<file path="src/rtl/antic_dma_arbiter.sv">
// antic_dma_arbiter: shares ANTIC's single memory port between the DL, MSR,
// CHR and PM fetch engines and DRAM refresh. Each access is a fixed
// three-cycle IDLE -> ADDR -> DATA sequence with registered bus outputs.
module antic_dma_arbiter #(
  parameter int unsigned REF_PERIOD = 12
) (
  input  logic        Fphi0,
  input  logic        rst_L,
  input  logic [7:0]  DMACTL,
  input  logic        hblank,
  input  logic        req_dl,
  input  logic [15:0] addr_dl,
  input  logic        req_msr,
  input  logic [15:0] addr_msr,
  input  logic        req_chr,
  input  logic [15:0] addr_chr,
  input  logic        req_pm,
  input  logic [15:0] addr_pm,
  input  logic [7:0]  DB,
  output logic [15:0] address,
  output logic [7:0]  data,
  output logic [3:0]  ack,
  output logic [4:0]  gnt,
  output logic        halt_L,
  output logic        REF_L,
  output logic        busy
);

  localparam int unsigned ADDR_W = 16;
  localparam int unsigned DATA_W = 8;
  localparam int unsigned CNT_W  = 8;
  localparam int unsigned NREQ   = 5;

  // gnt bit positions: {ref,pm,chr,msr,dl}
  localparam int unsigned G_DL  = 0;
  localparam int unsigned G_MSR = 1;
  localparam int unsigned G_CHR = 2;
  localparam int unsigned G_PM  = 3;
  localparam int unsigned G_REF = 4;

  localparam logic [1:0] IDLE = 2'd0;
  localparam logic [1:0] ADDR = 2'd1;
  localparam logic [1:0] DATA = 2'd2;

  logic [1:0]        state_q,       state_d;
  logic [ADDR_W-1:0] address_q,     address_d;
  logic [DATA_W-1:0] data_q,        data_d;
  logic [3:0]        ack_q,         ack_d;
  logic [NREQ-1:0]   gnt_q,         gnt_d;
  logic              halt_l_q,      halt_l_d;
  logic              ref_l_q,       ref_l_d;
  logic              busy_q,        busy_d;
  logic [CNT_W-1:0]  ref_cnt_q,     ref_cnt_d;
  logic              ref_pending_q, ref_pending_d;
  logic [7:0]        ref_row_q,     ref_row_d;

  logic              dl_en, pf_en, pm_en;
  logic              ref_wrap;
  logic              ref_grant;
  logic [NREQ-1:0]   cand;
  logic [NREQ-1:0]   winner;
  logic [ADDR_W-1:0] winner_addr;
  logic              dmactl_unused;

  assign dmactl_unused = ^{DMACTL[7:6], DMACTL[4]};

  assign address = address_q;
  assign data    = data_q;
  assign ack     = ack_q;
  assign gnt     = gnt_q;
  assign halt_L  = halt_l_q;
  assign REF_L   = ref_l_q;
  assign busy    = busy_q;

  assign dl_en    = DMACTL[5];
  assign pf_en    = (DMACTL[1:0] != 2'b00);
  assign pm_en    = (DMACTL[3] | DMACTL[2]) & hblank;
  assign ref_wrap = (ref_cnt_q == CNT_W'(REF_PERIOD - 1));

  // Eligible requesters, excluding any whose ack is currently showing
  always_comb begin
    cand        = '0;
    cand[G_DL]  = req_dl  & dl_en & ~ack_q[G_DL];
    cand[G_MSR] = req_msr & pf_en & ~ack_q[G_MSR];
    cand[G_CHR] = req_chr & pf_en & ~ack_q[G_CHR];
    cand[G_PM]  = req_pm  & pm_en & ~ack_q[G_PM];
    cand[G_REF] = ref_pending_q;
  end

  // Fixed priority pick REF > PM > DL > MSR > CHR, with the winner's address
  always_comb begin
    winner      = '0;
    winner_addr = '0;
    if (cand[G_REF]) begin
      winner[G_REF] = 1'b1;
      winner_addr   = {8'h00, ref_row_q};
    end else if (cand[G_PM]) begin
      winner[G_PM]  = 1'b1;
      winner_addr   = addr_pm;
    end else if (cand[G_DL]) begin
      winner[G_DL]  = 1'b1;
      winner_addr   = addr_dl;
    end else if (cand[G_MSR]) begin
      winner[G_MSR] = 1'b1;
      winner_addr   = addr_msr;
    end else if (cand[G_CHR]) begin
      winner[G_CHR] = 1'b1;
      winner_addr   = addr_chr;
    end
  end

  // Next-state and output logic for the access sequencer and refresh timer
  always_comb begin
    state_d       = state_q;
    address_d     = address_q;
    data_d        = data_q;
    ack_d         = ack_q;
    gnt_d         = gnt_q;
    halt_l_d      = halt_l_q;
    ref_l_d       = ref_l_q;
    busy_d        = busy_q;
    ref_row_d     = ref_row_q;
    ref_grant     = 1'b0;
    ref_cnt_d     = ref_wrap ? '0 : ref_cnt_q + CNT_W'(1);
    ref_pending_d = ref_pending_q;

    case (state_q)
      IDLE: begin
        ack_d = '0;
        gnt_d = '0;
        if (winner != '0) begin
          state_d   = ADDR;
          gnt_d     = winner;
          halt_l_d  = 1'b0;
          busy_d    = 1'b1;
          address_d = winner_addr;
          if (winner[G_REF]) begin
            ref_l_d   = 1'b0;
            ref_grant = 1'b1;
          end
        end
      end
      ADDR: begin
        state_d = DATA;
      end
      DATA: begin
        state_d  = IDLE;
        halt_l_d = 1'b1;
        ref_l_d  = 1'b1;
        gnt_d    = '0;
        busy_d   = 1'b0;
        if (gnt_q[G_REF]) begin
          ref_row_d = ref_row_q + 8'd1;
        end else begin
          data_d = DB;
          ack_d  = gnt_q[3:0];
        end
      end
      default: begin
        state_d = IDLE;
      end
    endcase

    // A wrap on the grant edge re-arms the request rather than being lost
    if (ref_wrap) begin
      ref_pending_d = 1'b1;
    end else if (ref_grant) begin
      ref_pending_d = 1'b0;
    end
  end

  // State and output registers with synchronous active-low reset
  always_ff @(posedge Fphi0) begin
    if (!rst_L) begin
      state_q       <= IDLE;
      address_q     <= '0;
      data_q        <= '0;
      ack_q         <= '0;
      gnt_q         <= '0;
      halt_l_q      <= 1'b1;
      ref_l_q       <= 1'b1;
      busy_q        <= 1'b0;
      ref_cnt_q     <= '0;
      ref_pending_q <= 1'b0;
      ref_row_q     <= '0;
    end else begin
      state_q       <= state_d;
      address_q     <= address_d;
      data_q        <= data_d;
      ack_q         <= ack_d;
      gnt_q         <= gnt_d;
      halt_l_q      <= halt_l_d;
      ref_l_q       <= ref_l_d;
      busy_q        <= busy_d;
      ref_cnt_q     <= ref_cnt_d;
      ref_pending_q <= ref_pending_d;
      ref_row_q     <= ref_row_d;
    end
  end

endmodule

</file>
<file path="config.mk">
export PLATFORM = sky130hd
export DESIGN_NAME = antic_dma_arbiter
export DESIGN_NICKNAME = d
export VERILOG_FILES = /design/src/rtl/antic_dma_arbiter.sv
export SDC_FILE = /design/constraint.sdc
export NUM_CORES = 1
export LEC_CHECK = 0
export CAP_MARGIN = 20
export CORE_ASPECT_RATIO = 0.9
export CORE_MARGIN = 3
export CORE_UTILIZATION = 41
export DETAILED_ROUTE_END_ITERATION = 10
export GPL_ROUTABILITY_DRIVEN = 0
export HOLD_SLACK_MARGIN = 0.03
export PLACE_DENSITY_LB_ADDON = 0.05
export SETUP_SLACK_MARGIN = 0.05
export SLEW_MARGIN = 20
export SYNTH_ARGS = -nofsm -noshare
export SYNTH_HDL_FRONTEND = slang
export SYNTH_SLANG_ARGS = --single-unit
</file>
<file path="constraint.sdc">
create_clock -name Fphi0 -period 2.15 [get_ports Fphi0]
set_clock_uncertainty 0.05 [all_clocks]
set_input_delay 0.215 -clock Fphi0 [delete_from_list [all_inputs] [get_ports Fphi0]]
set_output_delay 0.215 -clock Fphi0 [all_outputs]
set_load 0.01 [all_outputs]
</file>
==> results of run 1 <==
worst register-to-register path, cell delays in order, from the launching register on:
cell,delay (ns)
dfxtp_1,0.35
nand2b_1,0.20
buf_4,0.15
a21oi_2,0.27
o31ai_2,0.09
buf_4,0.18
nor4_1,0.32
a221o_1,0.16
final cells by class:
class                      count  area, µm²  share of cell area
timing repair buffer         135       1320               0.327
clock inverter                 2       12.5             0.00309
multi-input combinational    224       1430               0.353
inverter                       2       7.51             0.00185
sequential                    55       1100               0.272
tap                           84        105              0.0259
clock buffer                   6       72.6              0.0179
flip-flops by register name, indices dropped and copies added (netlist names), 2 cells and up:
register,count
address,16
ack,4
ref_row_q,8
gnt,5
data,8
state_q,2
ref_cnt_q,8
repair_timing:
action	CTS	global route
endpoints found under the setup margin	10	7
pin swaps	0	1
buffers inserted	0	1
gates resized for setup	2	1
endpoints found under the hold margin	0	0
routing by layer:
metal	GRT usage	vias up	routed length, µm
met5	0	-	0
met4	0.0566	0	139
met3	0.0604	10	505
met2	0.361	75	3570
met1	0.282	1215	3750
li1	-	1333	-
report_power, final:
group	total (mW)	leakage, nW	switching (mW)	internal (mW)
Sequential	1.12	0.448	0.0410	1.08
Combinational	0.587	1.00	0.235	0.351
Clock	0.562	0.0412	0.333	0.229
metrics by stage:
step           total power [mW]  setup TNS, ns  instances
2_1_floorplan              1.38              0        295
3_3_place_gp               1.72          -3.56        499
3_5_place_dp               1.72          -3.54        499
4_1_cts                    2.28              0        507
5_1_grt                    2.37              0        508
6_report                   2.27              0        508
final timing paths:
check	start	to	slack (ns)	cells past startpoint
max	ack[2]	address[7]	0.31	7
min	DB[4]	data[4]	0.41	3
min reg2reg	data[4]	data[4]	0.42	2
max reg2reg	ack[2]	address[7]	0.31	7
Yosys cell counts (4+ instances only):
cell	number
a21boi_0	14
a221o_1	5
a221oi_1	13
a22o_1	9
a22oi_1	4
and2_1	8
buf_2	6
clkbuf_1	6
dfxtp_1	55
nand2_1	33
nand2b_1	7
nand3_1	16
nor2_1	36
nor3_1	26
nor4_1	5
xnor2_1	8
xor2_1	5
kinds of logic after synthesis:
| family | Yosys count | synth area share |
|---|---|---|
| compound gates | 61 | 0.209 |
| buf+inv | 16 | 0.0304 |
| flops | 55 | 0.424 |
| simple gates | 148 | 0.283 |
| fa+ha+maj | 2 | 0.00964 |
| xor+xnor | 13 | 0.0439 |
==> run_results.csv, run 1 <==
group,metric,value,unit
power,ir_drop,0.000293,V
worst_setup_path,crit_required,2.35,ns
logic_synthesis,syn-num-nets,384,
placed_design,port_buffers,119,
worst_hold_path,hold_path.class,"primary input to flop",
worst_setup_path,cp-end-kind,"flop",
floorplanning,fp.coreArea,5890,µm²
grt,overflow,0,
cts,h-tree-depth,2,
logic_synthesis,ys_warn_count,0,
sta,rsz0062_at_grt,"no",
final_layout,fin_util,0.688,
logic_synthesis,synth-seq-cells,55,
routing,drc,0,
cts,clock_path_buffers,2,
grt,grt_max_degree,33,
power,p_per_area,560,nW/µm²
floorplanning,row_count,26,
routing,vias,2633,
final_layout,areaGrowthSynthToFinish,56.2,%
cts,clkSinkCount,55,
cts,worstSkewPairLatency,0.30,ns
logic_synthesis,netlist_top_cells_area,"dfxtp_1 42%, nor2_1 5.2%, nor3_1 5.0%",
sta,min_period,1.84,ns
cts,cts_tree,"done",
logic_synthesis,synth_top_cell_area_share,0.424,
logic_synthesis,synth_top_cell_by_area,"dfxtp_1",
routing,drtIter0Drc,104,
final_layout,drive_gt1_frac,0.0873,
logic_synthesis,synth_edf_count,0,
floorplanning,start_util,0.441,
sta,relSlewSlack,0.507,
final_layout,final_common_cell,"clkdlybuf4s50_1",
final_layout,final_nets,512,
cts,clkTransAtPathRegs,0.10,ns
logic_synthesis,synthCells,295,
cts,cts_buffers,5,
routing,viasPerCell,5.18,
floorplanning,die_area,7320,µm²
worst_setup_path,crit_family,"simple AND/OR/NAND/NOR gates",
grt,antenna_found_initial,0,
power,power_leakage,1.49,nW
sta,hold_slack,0.408,ns
worst_setup_path,crit_type,"flop to flop",
sta,setup_violations,0,
worst_setup_path,cp.arrival,2.03,ns
placed_design,dp_worst_setup_slack,-0.291,ns
logic_synthesis,syn-cell-area,2590,µm²
logic_synthesis,ys_seq_area_frac,0.424,
floorplanning,fp.dieW,89.9,µm
logic_synthesis,synth_ff_type,"dfxtp_1",
run_status,status,"complete, no violations",
sta,slew_violations,0,
worst_setup_path,crit_chain,"nand2b_1 -> buf_4 -> a21oi_2 -> o31ai_2 -> buf_4 -> nor4_1 -> a221o_1",
grt,grt_use_total,0.217,
sta,worst_pin_slew,0.738,ns
final_layout,final_cell_mix,"119 x clkdlybuf4s50_1, 55 x dfxtp_1, 35 x nor2_1, 33 x nand2_1, 26 x nor3_1",
routing,wl,7.96,mm
floorplanning,die_h,81.5,µm
final_layout,fillCellCount,520,
sta,hold_violations,0,
sta,clock.fmax,545,MHz
logic_synthesis,avgSynthCellArea,8.80,µm²
cts,ctsHoldBuffers,0,
worst_setup_path,critPathSlowestCell,"dfxtp_1",
grt,grt_pass1_vias,2641,
worst_setup_path,start_kind,"flop",
final_layout,design_area,4050,µm²
placed_design,dpl_cell_area,3930,µm²
flow_run,maxCapViolations,0,
worst_setup_path,cpMostUsedCell,"buf_4",
placed_design,dp_hpwl,6.21,mm
routing,wire_per_inst,15.7,µm
worst_setup_path,crit_buf_inv,2,
grt,grt_pass1_wl,12.8,mm
logic_synthesis,synth.distinct_cells,44,
final_layout,diodes,0,
sta,setup_ws,0.315,ns
worst_setup_path,cpPeakStageDelay,0.35,ns
routing,ant_nets,0,
routing,firstDrtPassIters,4,
floorplanning,ios,123,
worst_setup_path,worstPathMaxFanout,5,
sta,period_share,0.854,
cts,cts-root-buf,"clkbuf_8",
logic_synthesis,synth_async_sr_flop_share,0,
No activity file was read; power rests on OpenSTA's default activity.
==> run 2, diff against run 1 <==
Settings changed: SLEW_MARGIN 20 to not set.
==> results of run 2 <==
Final layout, timing and power as in run 1 (identical DEF).
==> run 3, diff against run 2 <==
Settings changed: GPL_TIMING_DRIVEN set to 0.
==> run 3 against run 2 <==
Compared with the run above: non-clock buffer count down 2; maximum frequency down 4.3%; cell count down 0.59%; register-to-register slack worse by 0.03 ns; count of clock-buffer cells in the layout unchanged.
==> run_results.csv, run 3 (same netlist as run 1, synthesis figures left out) <==
group,metric,value,unit
grt,grt_use_total,0.219,
routing,firstDrtPassIters,5,
routing,wl_met3,623,µm
cts,cts_tree,"done",
sta,slew_violations,0,
floorplanning,die_area,7320,µm²
cts,clkSinkCount,55,
worst_setup_path,worstPathMaxFanout,10,
worst_hold_path,hold_path.class,"primary input to flop",
cts,worstSkewPairLatency,0.30,ns
routing,top_layer,"met4",
routing,wl,7.92,mm
floorplanning,fp.dieW,89.9,µm
cts,clkTransAtPathRegs,0.10,ns
routing,dr_wl_met2,3.70,mm
grt,grt_pass1_vias,2628,
worst_setup_path,cp-end-kind,"flop",
floorplanning,ios,123,
cts,postCtsSetupBuffers,0,
worst_setup_path,start_kind,"primary input",
final_layout,regArea,1100,µm²
placed_design,dp_hpwl,6.30,mm
grt,overflow,0,
final_layout,multi_input_area,1420,µm²
worst_setup_path,cp.arrival,2.13,ns
sta,hold_violations,0,
routing,viasPerCell,5.23,
final_layout,largest_reg_flops,16,
worst_setup_path,crit_start,"DMACTL[2]",
power,ir_drop,0.000261,V
final_layout,stdcell_count,505,
cts,cts-root-buf,"clkbuf_8",
placed_design,port_buffers,119,
cts,clock_path_buffers,2,
grt,antenna_found_initial,0,
sta,rsz0062_at_grt,"no",
final_layout,final_common_cell,"clkdlybuf4s50_1",
routing,drtIter0Drc,77,
power,power_leakage,1.47,nW
final_layout,final_nets,510,
flow_run,maxCapViolations,0,
floorplanning,row_count,26,
final_layout,final_cell_mix,"119 x clkdlybuf4s50_1, 55 x dfxtp_1, 35 x nor2_1, 33 x nand2_1, 26 x nor3_1",
power,fin_total_pwr,2.34,mW
sta,clock.fmax,522,MHz
floorplanning,start_util,0.441,
grt,grt_pass1_wl,12.8,mm
final_layout,areaGrowthSynthToFinish,54.2,%
grt,grt_max_degree,16,
floorplanning,fp.coreArea,5890,µm²
worst_setup_path,worstReg2RegStart,"ack[0]",
sta,min_period,1.92,ns
routing,vias,2640,
final_layout,fillCellCount,520,
routing,wl_met1,3.50,mm
sta,hold_slack,0.410,ns
sta,worst_pin_slew,0.591,ns
worst_setup_path,crit_required,2.36,ns
cts,cts_buffers,5,
power,p_per_area,585,nW/µm²
sta,period_share,0.892,
routing,drc,0,
sta,setup_violations,0,
run_status,status,"complete, no violations",
worst_setup_path,crit_type,"primary input to flop",
routing,ant_nets,0,
sta,relSlewSlack,0.604,
final_layout,diodes,0,
routing,wire_per_inst,15.7,µm
cts,h-tree-depth,2,
placed_design,dp_cells,498,
floorplanning,die_h,81.5,µm
sta,fin_tns_setup,0,ns
final_layout,drive_gt1_frac,0.0665,
worst_hold_path,worstHoldStart,"DB[6]",
run 3: final cells by class:
type	count	area share
Buffer	14	0.0178
Clock buffer	6	0.0181
Tap cell	84	0.0263
Inverter	2	0.00188
Multi-Input combinational cell	224	0.356
Clock inverter	1	0.00750
Sequential cell	55	0.275
Timing Repair Buffer	119	0.298
run 3: worst max-delay path: stages:
cell             delay [ns]
clkdlybuf4s50_1        0.44
o211ai_2               0.26
or2_2                  0.15
buf_2                  0.18
buf_2                  0.28
nor2_1                 0.07
nor4_1                 0.37
a221o_1                0.16
run 3: worst paths after layout:
kind | depth (start not counted) | endpoint | slack [ns]
max | 8 | address[7] | 0.23
min | 3 | data[6] | 0.41
max reg2reg | 6 | address[7] | 0.28
min reg2reg | 2 | data[0] | 0.42
run 3: where the power goes:
part           internal, mW  switching [mW]  total (mW)
Sequential             1.08          0.0387        1.12
Combinational         0.333           0.236       0.568
Clock                 0.342           0.316       0.658
Total                  1.75           0.590        2.34
run 3: repair_timing:
item / 4_1_cts / 5_1_grt
endpoints found under the hold margin: 0 / 0
resized for setup: 0 / 2
hold buffers: 0 / 0
endpoints found under the setup margin: 0 / 2
run 3: stage by stage:
step / utilization / setup WS [ns] / instance area, µm²
finish: 0.680 / 0.232 / 4000
global route: 0.680 / 0.129 / 4000
CTS: 0.678 / 0.150 / 3990
detailed placement: 0.661 / -0.118 / 3890
global placement: 0.661 / -0.115 / 3890
floorplan: - / 0.458 / 2590
run 3: metal layers:
metal,vias to the layer above,global-route usage
met5,-,0
met3,11,0.0733
li1,1327,-
met2,84,0.374
met4,0,0.0719
met1,1218,0.265
